File: src/rtl/alu_arbiter.sv
// Round-robin arbiter that shares one ALU between two requesters.
// One operation is in flight at a time; the result returns as a one-cycle pulse.
module alu_arbiter #(
    parameter int ALU_LAT = 1,
    parameter int W       = 32
) (
    input  logic         clk,
    input  logic         reset,

    input  logic         req0_valid,
    output logic         req0_ready,
    input  logic [W-1:0] req0_sr1,
    input  logic [W-1:0] req0_sr2,
    input  logic [2:0]   req0_os,
    input  logic [W-1:0] req0_shift,

    input  logic         req1_valid,
    output logic         req1_ready,
    input  logic [W-1:0] req1_sr1,
    input  logic [W-1:0] req1_sr2,
    input  logic [2:0]   req1_os,
    input  logic [W-1:0] req1_shift,

    output logic         resp0_valid,
    output logic         resp1_valid,
    output logic [W-1:0] resp_rd,
    output logic         resp_zero,
    output logic         busy,

    output logic [W-1:0] alu_sr1,
    output logic [W-1:0] alu_sr2,
    output logic [2:0]   alu_os,
    output logic [W-1:0] alu_shift,
    input  logic [W-1:0] alu_rd,
    input  logic         alu_zero
);

    localparam int CW = $clog2(ALU_LAT + 1);

    typedef enum logic [1:0] {
        IDLE = 2'd0,
        BUSY = 2'd1,
        RESP = 2'd2
    } state_t;

    state_t        r_state;
    logic          r_last_grant;
    logic [CW-1:0] r_cnt;
    logic [W-1:0]  r_alu_sr1;
    logic [W-1:0]  r_alu_sr2;
    logic [2:0]    r_alu_os;
    logic [W-1:0]  r_alu_shift;
    logic [W-1:0]  r_resp_rd;
    logic          r_resp_zero;

    logic          w_idle;
    logic          w_grant;
    logic          w_accept;

    // NOTE: every combinational output gets a value on every path, so no latch is inferred.
    always_comb begin
        w_idle   = (r_state == IDLE);
        w_grant  = 1'b0;
        if (req0_valid && req1_valid) begin
            w_grant = ~r_last_grant;
        end else if (req1_valid) begin
            w_grant = 1'b1;
        end
        w_accept = w_idle && (req0_valid || req1_valid);
    end

    assign req0_ready = w_accept && !w_grant;
    assign req1_ready = w_accept &&  w_grant;

    // NOTE: sequential state uses non-blocking assignments only, so every register
    // samples pre-edge values regardless of statement order.
    always_ff @(posedge clk) begin
        if (reset) begin
            r_state      <= IDLE;
            r_last_grant <= 1'b1;
            r_cnt        <= '0;
            r_alu_sr1    <= '0;
            r_alu_sr2    <= '0;
            r_alu_os     <= '0;
            r_alu_shift  <= '0;
            r_resp_rd    <= '0;
            r_resp_zero  <= 1'b0;
        end else begin
            case (r_state)
                IDLE: begin
                    if (w_accept) begin
                        r_alu_sr1    <= w_grant ? req1_sr1   : req0_sr1;
                        r_alu_sr2    <= w_grant ? req1_sr2   : req0_sr2;
                        r_alu_os     <= w_grant ? req1_os    : req0_os;
                        r_alu_shift  <= w_grant ? req1_shift : req0_shift;
                        r_last_grant <= w_grant;
                        r_cnt        <= CW'(ALU_LAT);
                        r_state      <= BUSY;
                    end
                end
                BUSY: begin
                    r_cnt <= r_cnt - 1'b1;
                    if (r_cnt == CW'(1)) begin
                        r_resp_rd   <= alu_rd;
                        r_resp_zero <= alu_zero;
                        r_state     <= RESP;
                    end
                end
                RESP: begin
                    r_state <= IDLE;
                end
                default: begin
                    r_state <= IDLE;
                end
            endcase
        end
    end

    // The pulse is masked by reset so an operation cut off in its RESP cycle never reports.
    assign resp0_valid = (r_state == RESP) && !r_last_grant && !reset;
    assign resp1_valid = (r_state == RESP) &&  r_last_grant && !reset;

    assign resp_rd   = r_resp_rd;
    assign resp_zero = r_resp_zero;
    assign busy      = (r_state != IDLE);
    assign alu_sr1   = r_alu_sr1;
    assign alu_sr2   = r_alu_sr2;
    assign alu_os    = r_alu_os;
    assign alu_shift = r_alu_shift;

endmodule

File: config.mk
export PLATFORM = sky130hd
export DESIGN_NAME = alu_arbiter
export DESIGN_NICKNAME = d
export VERILOG_FILES = /design/src/rtl/alu_arbiter.sv
export SDC_FILE = /design/constraint.sdc
export NUM_CORES = 1
export LEC_CHECK = 0
export ABC_AREA = 1
export BUFFER_PORTS_ARGS = -buffer_cell sky130_fd_sc_hd__buf_2
export CORE_AREA = 2 2 174 108
export DETAILED_ROUTE_END_ITERATION = 7
export DIE_AREA = 0 0 176 110
export PLACE_DENSITY = 0.71
export SLEW_MARGIN = 0
export SYNTH_ARGS = -nofsm -noshare
export SYNTH_HDL_FRONTEND = slang
export SYNTH_SLANG_ARGS = --single-unit
File: constraint.sdc
create_clock -name clk -period 1.7 [get_ports clk]
set_clock_uncertainty 0.15 [all_clocks]
set_input_delay 0.34 -clock clk [delete_from_list [all_inputs] [get_ports clk]]
set_output_delay 0.34 -clock clk [all_outputs]
set_load 0.05 [all_outputs]
After elaboration in Yosys (flattened, before gate mapping):

Index checks and enable logic that the tools add are counted.

* add/sub/neg operators: 1
* equal/unequal tests: 4
* muxes and demuxes: 11
* bitwise operators: 1
* reduce and logical (&&, ||, !) cells: 19

Operators with widths (count)
* $mux 32: 3
* $logic_and 1x1->1: 8
* $reduce_and 2->1: 4
* $mux 2: 2
* $pmux 2 s2: 1
* $reduce_bool 2->1: 2
* $logic_not 1->1: 3
* $mux 1: 3
* $mux 3: 1
* $eq 2x1->1 const B: 1
* $eq 2x2->1 const B: 1
* $logic_not 2->1: 1
* $ne 2x1->1 const B: 1
* $ne 2x2->1 const B: 1
* $pmux 1 s2: 1
* $logic_or 1x1->1: 1
* $not 1->1: 1
* $sub 1x1->1 const B: 1

* register bits: 136
* input port bits: 235
* output and inout bits: 137
* word-level logic and storage cells: 45

Depth between registers and ports, before layout:

Gate-level depths: netlist of the first run.

* depth in word-level cells: 4
* mapped depth: 8
* mapped depth without buffers: 6

Least setup slack after synthesis of the first run:

No wires, ideal clock.

* kind: in2out
* from: in reset
* to: out resp0_valid
* arrival time: 1944 ps
* data required time: 1210 ps
* setup slack: -734 ps
* cell stages on the path: 2
* path buffers: 1
* cells stage by stage: buf_2 -> nor4_1

* word-level cells in the longest chain between the ends: 2

Ends and longest elaborated chain
* start, declared: RTL line 8 `input logic reset,`
* $logic_not 1->1: RTL line 120 `assign resp0_valid = (r_state == RESP) && !r_last_grant && !reset;`
* $logic_and 1x1->1: RTL line 120
* end, declared: RTL line 24 `output logic resp0_valid,`

Every way passes these cells.

Final worst setup path of the first run:

* from: reg r_state[1]
* to: out req0_ready

* word-level cells in the longest chain between the ends: 3

Ends and longest elaborated chain
* start, declared: RTL line 46 `state_t r_state;`
* start signal, assigned: RTL line 79 `r_state <= IDLE;`
* start signal, assigned: RTL line 98 `r_state <= BUSY;`
* start signal, assigned: RTL line 106 `r_state <= RESP;`
* $logic_not 2->1: RTL line 62 `w_idle = (r_state == IDLE);`
* $logic_and 1x1->1: RTL line 69 `w_accept = w_idle && (req0_valid || req1_valid);`
* $logic_and 1x1->1: RTL line 72 `assign req0_ready = w_accept && !w_grant;`
* end, declared: RTL line 11 `output logic req0_ready,`

Every way passes these cells.

==> results of run 1 <==
## state kept, by name (all words and copies together) (netlist names)
name	count
alu_shift	32
r_last_grant	1
resp_zero	1
alu_os	3
resp_rd	32
alu_sr1	32
r_cnt	1
alu_sr2	32
r_state	2
## final cells by class
type / instances / area (sq um)
Clock inverter: 13 / 171
Tap cell: 240 / 300
Clock buffer: 19 / 433
Sequential cell: 136 / 2730
Multi-Input combinational cell: 813 / 3190
Timing Repair Buffer: 403 / 2290
Fill cell: 1765 / 7840
Inverter: 205 / 777
## final timing paths
kind                start     endpoint  depth (start not counted)
max            r_state[1]   req0_ready                          4
min            alu_rd[15]  resp_rd[15]                          3
min reg2reg    resp_rd[7]   resp_rd[7]                          2
max reg2reg  r_last_grant   alu_sr1[4]                          9
## worst register-to-register path, stage by stage (launching register included)
cell     delay [ns]
dfxtp_4        0.37
nand2_4        0.09
nand2_8        0.05
buf_4          0.15
buf_12         0.16
buf_4          0.20
nand2_1        0.07
nand2_1        0.05
nor2_1         0.11
nor2_1         0.05
## logic make-up after synthesis
logic type             synth area share, %
flip-flops                            39.1
AND/OR/NAND/NOR                       42.3
AO/OA/AOI/OAI                         2.52
buffers and inverters                 16.0
## through the flow
stage / TNS [ns] / instance area [sq um] / hold WS [ns] / total power (uW)
finish: -0.359 / 9890 / 0.0168 / 11400
global route: -0.544 / 9890 / 0.0198 / 12000
global placement: 0 / 9160 / 0.301 / 7600
CTS: -0.341 / 9890 / 0.000138 / 11500
detailed placement: -0.00314 / 9160 / 0.304 / 7650
floorplan: -0.140 / 6990 / 0.322 / 6570
## cells in the mapped netlist
| cell | count | area share (%) |
|---|---|---|
| nand2_1 | 468 | 25 |
| nor2_1 | 302 | 16 |
| inv_1 | 201 | 11 |
| dfxtp_1 | 136 | 39 |
| buf_2 | 42 | 3.0 |
| a21oi_1 | 33 | 2.4 |
| buf_4 | 11 | 1.2 |
| clkbuf_1 | 7 | 0.38 |
| inv_2 | 4 | 0.22 |
| nand3_1 | 3 | 0.22 |
| buf_6 | 2 | 0.32 |
| nand2_2 | 2 | 0.18 |
| o21ai_1 | 2 | 0.14 |
| buf_1 | 1 | 0.054 |
| nand3_2 | 1 | 0.14 |
| nor2_4 | 1 | 0.16 |
| nor4_1 | 1 | 0.090 |
## what timing repair did
item                                   4_1_cts  5_1_grt
endpoints found under the hold margin        4        0
hold buffers                                 4        0
pin swaps                                    2        1
cloned                                       0        0
setup endpoints to repair                    5        5
resized for setup                           20        2
buffers inserted                             2        0
## cell usage in the layout (no fill, tap or decap), types with 4 or more instances in the layout
cell type	count
inv_1	199
clkinv_4	4
dlygate4sd3_1	4
nand2_1	466
buf_12	12
a21oi_1	33
dfxtp_1	133
buf_4	17
nor2_1	299
buf_2	366
clkbuf_16	17
## layer usage
layer / vias to the layer above / track usage (%) / part of all wire (%)
li1: 4173 / - / -
met1: 3283 / 25.6 / 44
met2: 234 / 37.1 / 48
met3: 28 / 5.01 / 6.5
met4: 0 / 7.20 / 1.7
met5: - / 0 / 0
## power groups by stage
stage	logic [uW]	clock network (uW)	registers, uW
2_1_floorplan	1470	0	5100
3_3_place_gp	3790	0	3810
3_5_place_dp	3830	0	3830
4_1_cts	3880	3890	3770
5_1_grt	4220	4010	3810
6_report	3850	3810	3770
==> flow_metrics.env, run 1 <==
export IMPL_start_util_pct=39.2
export IMPL_drt_vias_per_instance=4.22
export IMPL_slowest_stage="dfxtp_4"
export IMPL_routabilityCongestion=0.838
export IMPL_crit_path_end_kind="primary output"
export IMPL_dp_hpwl_mm=15.7
export IMPL_yosysSeqAreaShare_pct=39.1
export IMPL_critPathLaunchType="flop"
export IMPL_syn_to_final_growth_pct=42.2
export IMPL_utilization_pct=55.8
export IMPL_period_needed_ns=1.80
export IMPL_status="finished with violations"
export IMPL_rsz0062_at_grt="yes"
export IMPL_p_leak_uw=0.00597
export IMPL_p_per_area_nw_per_um2=1150
export IMPL_rrSetupSlack_ns=0.13
export IMPL_dieArea_sq_um=19400
export IMPL_clk_pin_slew_worst_paths_ns=0.06
export IMPL_synthesis_area_sq_um=6960
export IMPL_synth_seq_cells=136
export IMPL_p_clk_share_pct=33.3
export IMPL_worstPathMaxFanout=3
export IMPL_max_slew_margin_pct=73.9
export IMPL_grt_overflow_total=0
export IMPL_cap_violations=0
export IMPL_yosys_warnings=0
export IMPL_finalCritPeriodShare_pct=106
export IMPL_swShare_pct=38.4
export IMPL_worstSetupPathType="flop to primary output"
export IMPL_syn_num_nets=1452
export IMPL_clock_sinks=136
export IMPL_grt_max_degree=93
export IMPL_io_pins=372
export IMPL_die_w_um=176
export IMPL_syn_inst=1217
export IMPL_ant_nets=0
export IMPL_drcViolationCount=0
export IMPL_hold_viol=0
export IMPL_yosysUniqueCellTypes=17
export IMPL_clk_latency_ns=0.41
export IMPL_ir_drop_mv=0.595
export IMPL_syn_area_per_cell_sq_um=5.72
export IMPL_critPathArrivalTime_ns=1.31
export IMPL_stdcell_count=1829
export IMPL_failed_checks="negative setup slack"
export IMPL_final_nets=1811
export IMPL_seqPwrFrac_pct=33.0
export IMPL_power_switching_uw=4390
export IMPL_tightest_slew_ns=0.391
export IMPL_rows=38
export IMPL_die_h_um=110
export IMPL_grt_pass1_vias=6746
export IMPL_first_iter_violations=395
export IMPL_setup_violations=4
export IMPL_p_int_uw=7030
export IMPL_hp_class="input port to flop"
export IMPL_htreeDepth=4
export IMPL_worst_slack_ns=-0.104
export IMPL_critPathBufInv=1
export IMPL_avgRoutedWirePerCell_um=11.6
export IMPL_first_pass_iters=4
export IMPL_worstPathRequired_ns=1.21
export IMPL_critPathMostFrequentCell="nor2_4"
export IMPL_grt_pass1_wl_mm=32.4
export IMPL_comb_power_share_pct=33.7
export IMPL_place_inst=1791
export IMPL_core_sq_um=17700
export IMPL_cts_made_buffers=17
export IMPL_cts_buffer_depth=2
export IMPL_crit_chain="nor2_4 > o21ai_4 > nor2_4 > buf_6"
export IMPL_clock_root_buffer="clkbuf_16"
export IMPL_critPathMaxStageDelay_ns=0.36
export IMPL_io_buffers=371
export IMPL_fmax_mhz=554
export IMPL_grt_usage_pct=21.1
export IMPL_antenna_found_initial=0
export IMPL_path_delay_family="flip-flops"
export IMPL_drive_gt1_share_pct=28.3
export IMPL_cts_tree="yes"
export IMPL_drv_slew=0
export IMPL_totalWireLength_mm=21.2
export IMPL_place_ws_ns=-0.00314
export IMPL_diodes=0
export IMPL_vias=7718
No activity file was read; power rests on OpenSTA's default activity.
==> run 2, diff against run 1 <==
--- a/config.mk
+++ b/config.mk
@@ -10,7 +10,7 @@
 export CORE_AREA = 2 2 174 108
 export DETAILED_ROUTE_END_ITERATION = 7
 export DIE_AREA = 0 0 176 110
-export PLACE_DENSITY = 0.71
+export PLACE_DENSITY = 0.75
 export SLEW_MARGIN = 0
 export SYNTH_ARGS = -nofsm -noshare
 export SYNTH_HDL_FRONTEND = slang
==> run 2 against run 1 <==
Against the previous run: the run still ends with negative setup slack left; sequential cell count did not move; via count rose by 1.9%; sequential share of layout area down 0.27 points; setup slack worse by 0.056 ns; cell count is 0.82% higher; clock-buffer cell count unchanged; routed wire length decreased by 0.72%; clock power is 10% lower; largest cell class unchanged.
==> flow_metrics.env, run 2 (synthesized netlist as in run 1, its figures left out) <==
export IMPL_status="finished with violations"
export IMPL_failed_checks="negative setup slack"
export IMPL_max_slew_margin_pct=73.2
export IMPL_htreeDepth=4
export IMPL_start_util_pct=39.2
export IMPL_place_area_sq_um=9210
export IMPL_hp_start="alu_rd[11]"
export IMPL_die_h_um=110
export IMPL_drv_slew=0
export IMPL_grt_pass1_vias=6977
export IMPL_final_cell_area_sq_um=9970
export IMPL_p_per_area_nw_per_um2=1110
export IMPL_period_needed_ns=1.86
export IMPL_grt_max_degree=89
export IMPL_io_buffers=371
export IMPL_min_to="resp_rd[11]"
export IMPL_setup_violations=4
export IMPL_cts_made_buffers=17
export IMPL_p_leak_uw=0.00599
export IMPL_grt_use_met1_pct=25.4
export IMPL_grt_pass1_wl_mm=32.8
export IMPL_clk_latency_ns=0.41
export IMPL_r2r_start="r_state[1]"
export IMPL_rsz0062_at_grt="yes"
export IMPL_critPathArrivalTime_ns=1.37
export IMPL_first_iter_violations=407
export IMPL_rrSetupSlack_ns=0.13
export IMPL_avgRoutedWirePerCell_um=11.4
export IMPL_cts_tree="yes"
export IMPL_io_pins=372
export IMPL_worstSetupPathType="flop to primary output"
export IMPL_core_sq_um=17700
export IMPL_final_nets=1825
export IMPL_layout_commonest_cell="nand2_1"
export IMPL_r2r_end="alu_sr2[0]"
export IMPL_tightest_slew_ns=0.403
export IMPL_clock_sinks=136
export IMPL_worstPathRequired_ns=1.21
export IMPL_stdcell_count=1844
export IMPL_drive_gt1_share_pct=28.6
export IMPL_clock_root_buffer="clkbuf_16"
export IMPL_fmax_mhz=538
export IMPL_cap_violations=0
export IMPL_critPathLaunchType="flop"
export IMPL_crit_path_end_kind="primary output"
export IMPL_grtUsageMet2_pct=38.1
export IMPL_hold_ws_ns=0.0232
export IMPL_die_w_um=176
export IMPL_drcViolationCount=0
export IMPL_utilization_pct=56.2
export IMPL_dp_hpwl_mm=15.4
export IMPL_met3_usage_pct=5.76
export IMPL_place_ws_ns=0.0364
export IMPL_grt_usage_pct=21.2
export IMPL_syn_to_final_growth_pct=43.3
export IMPL_antenna_found_initial=1
export IMPL_first_pass_iters=5
export IMPL_dieArea_sq_um=19400
export IMPL_grt_overflow_total=0
export IMPL_hold_viol=0
export IMPL_worstPathMaxFanout=3
export IMPL_totalWireLength_mm=21.0
export IMPL_r2r_cells=9
export IMPL_ant_nets=0
export IMPL_ir_drop_mv=0.583
export IMPL_vias=7861
export IMPL_hp_class="input port to flop"
export IMPL_hold_depth=3
export IMPL_rows=38
export IMPL_layout_common_cells="nand2_1, buf_2, nor2_1"
export IMPL_busiest_layer="met2"
export IMPL_cts_buffer_depth=2
export IMPL_worst_slack_ns=-0.159
export IMPL_place_inst=1797
export IMPL_drt_vias_per_instance=4.26
export IMPL_routabilityCongestion=0.859
export IMPL_finalCritPeriodShare_pct=109
export IMPL_clk_pin_slew_worst_paths_ns=0.06
[run 2: changes by cell type in the layout (fill, tap and decap cells not counted), moves of 2 or more]
cell | previous run | this run
dlygate4sd3_1 | 4 | 11
dfxtp_2 | 0 | 2
clkinvlp_4 | 3 | 8
clkbuf_1 | 2 | 0
dfxtp_4 | 3 | 1
buf_4 | 17 | 22
clkinv_4 | 4 | 2
clkbuf_8 | 0 | 2
bufinv_16 | 3 | 0
[run 2: final cells by class]
class	count	area (sq um)
clock inverter	13	97.6
timing repair buffer	417	2420
clock buffer	19	453
inverter	205	774
antenna	1	2.50
multi-input combinational	813	3190
sequential	136	2730
fill	1751	7760
tap	240	300
[run 2: report_power, final]
part	switching [uW]	internal, uW	leakage [uW]	total, uW
registers	186	3570	0.00112	3760
clock network	1470	1950	0.000250	3420
logic	2730	1170	0.00462	3900
total	4390	6690	0.00599	11100
[run 2: stage by stage]
step,TNS [ns],power (uW)
5_1_grt,-0.725,11700
3_5_place_dp,0,7660
2_1_floorplan,-0.140,6570
6_report,-0.450,11100
4_1_cts,-0.475,11200
3_3_place_gp,0,7610
[run 2: worst max path at each step]
stage	slack (ns)	to	from
after detailed placement	0.04	alu_sr2[17]	req1_valid
after CTS	-0.18	resp0_valid	r_state[0]
after global routing	-0.22	resp0_valid	r_state[0]
after floorplan	-0.14	resp0_valid	reset
after global placement	0.06	alu_sr2[17]	req1_valid
final	-0.16	resp0_valid	r_state[0]
[run 2: worst max-delay path, stage by stage (launching register included)]
cell,delay [ns]
dfxtp_2,0.33
buf_6,0.12
nor4_4,0.33
buf_12,0.18
[run 2: per-layer routing]
| metal | up-vias | part of all wire [%] |
|---|---|---|
| met5 | - | 0 |
| met4 | 0 | 1.4 |
| met3 | 26 | 7.7 |
| met2 | 258 | 49 |
| met1 | 3380 | 42 |
| li1 | 4197 | - |
[run 2: what timing repair did]
| item | in CTS | in global routing |
|---|---|---|
| pin swaps | 3 | 1 |
| buffers inserted | 2 | 1 |
| endpoints found under the setup margin | 5 | 4 |
| resized for setup | 15 | 6 |
| hold buffers | 11 | 0 |
| endpoints found under the hold margin | 11 | 0 |
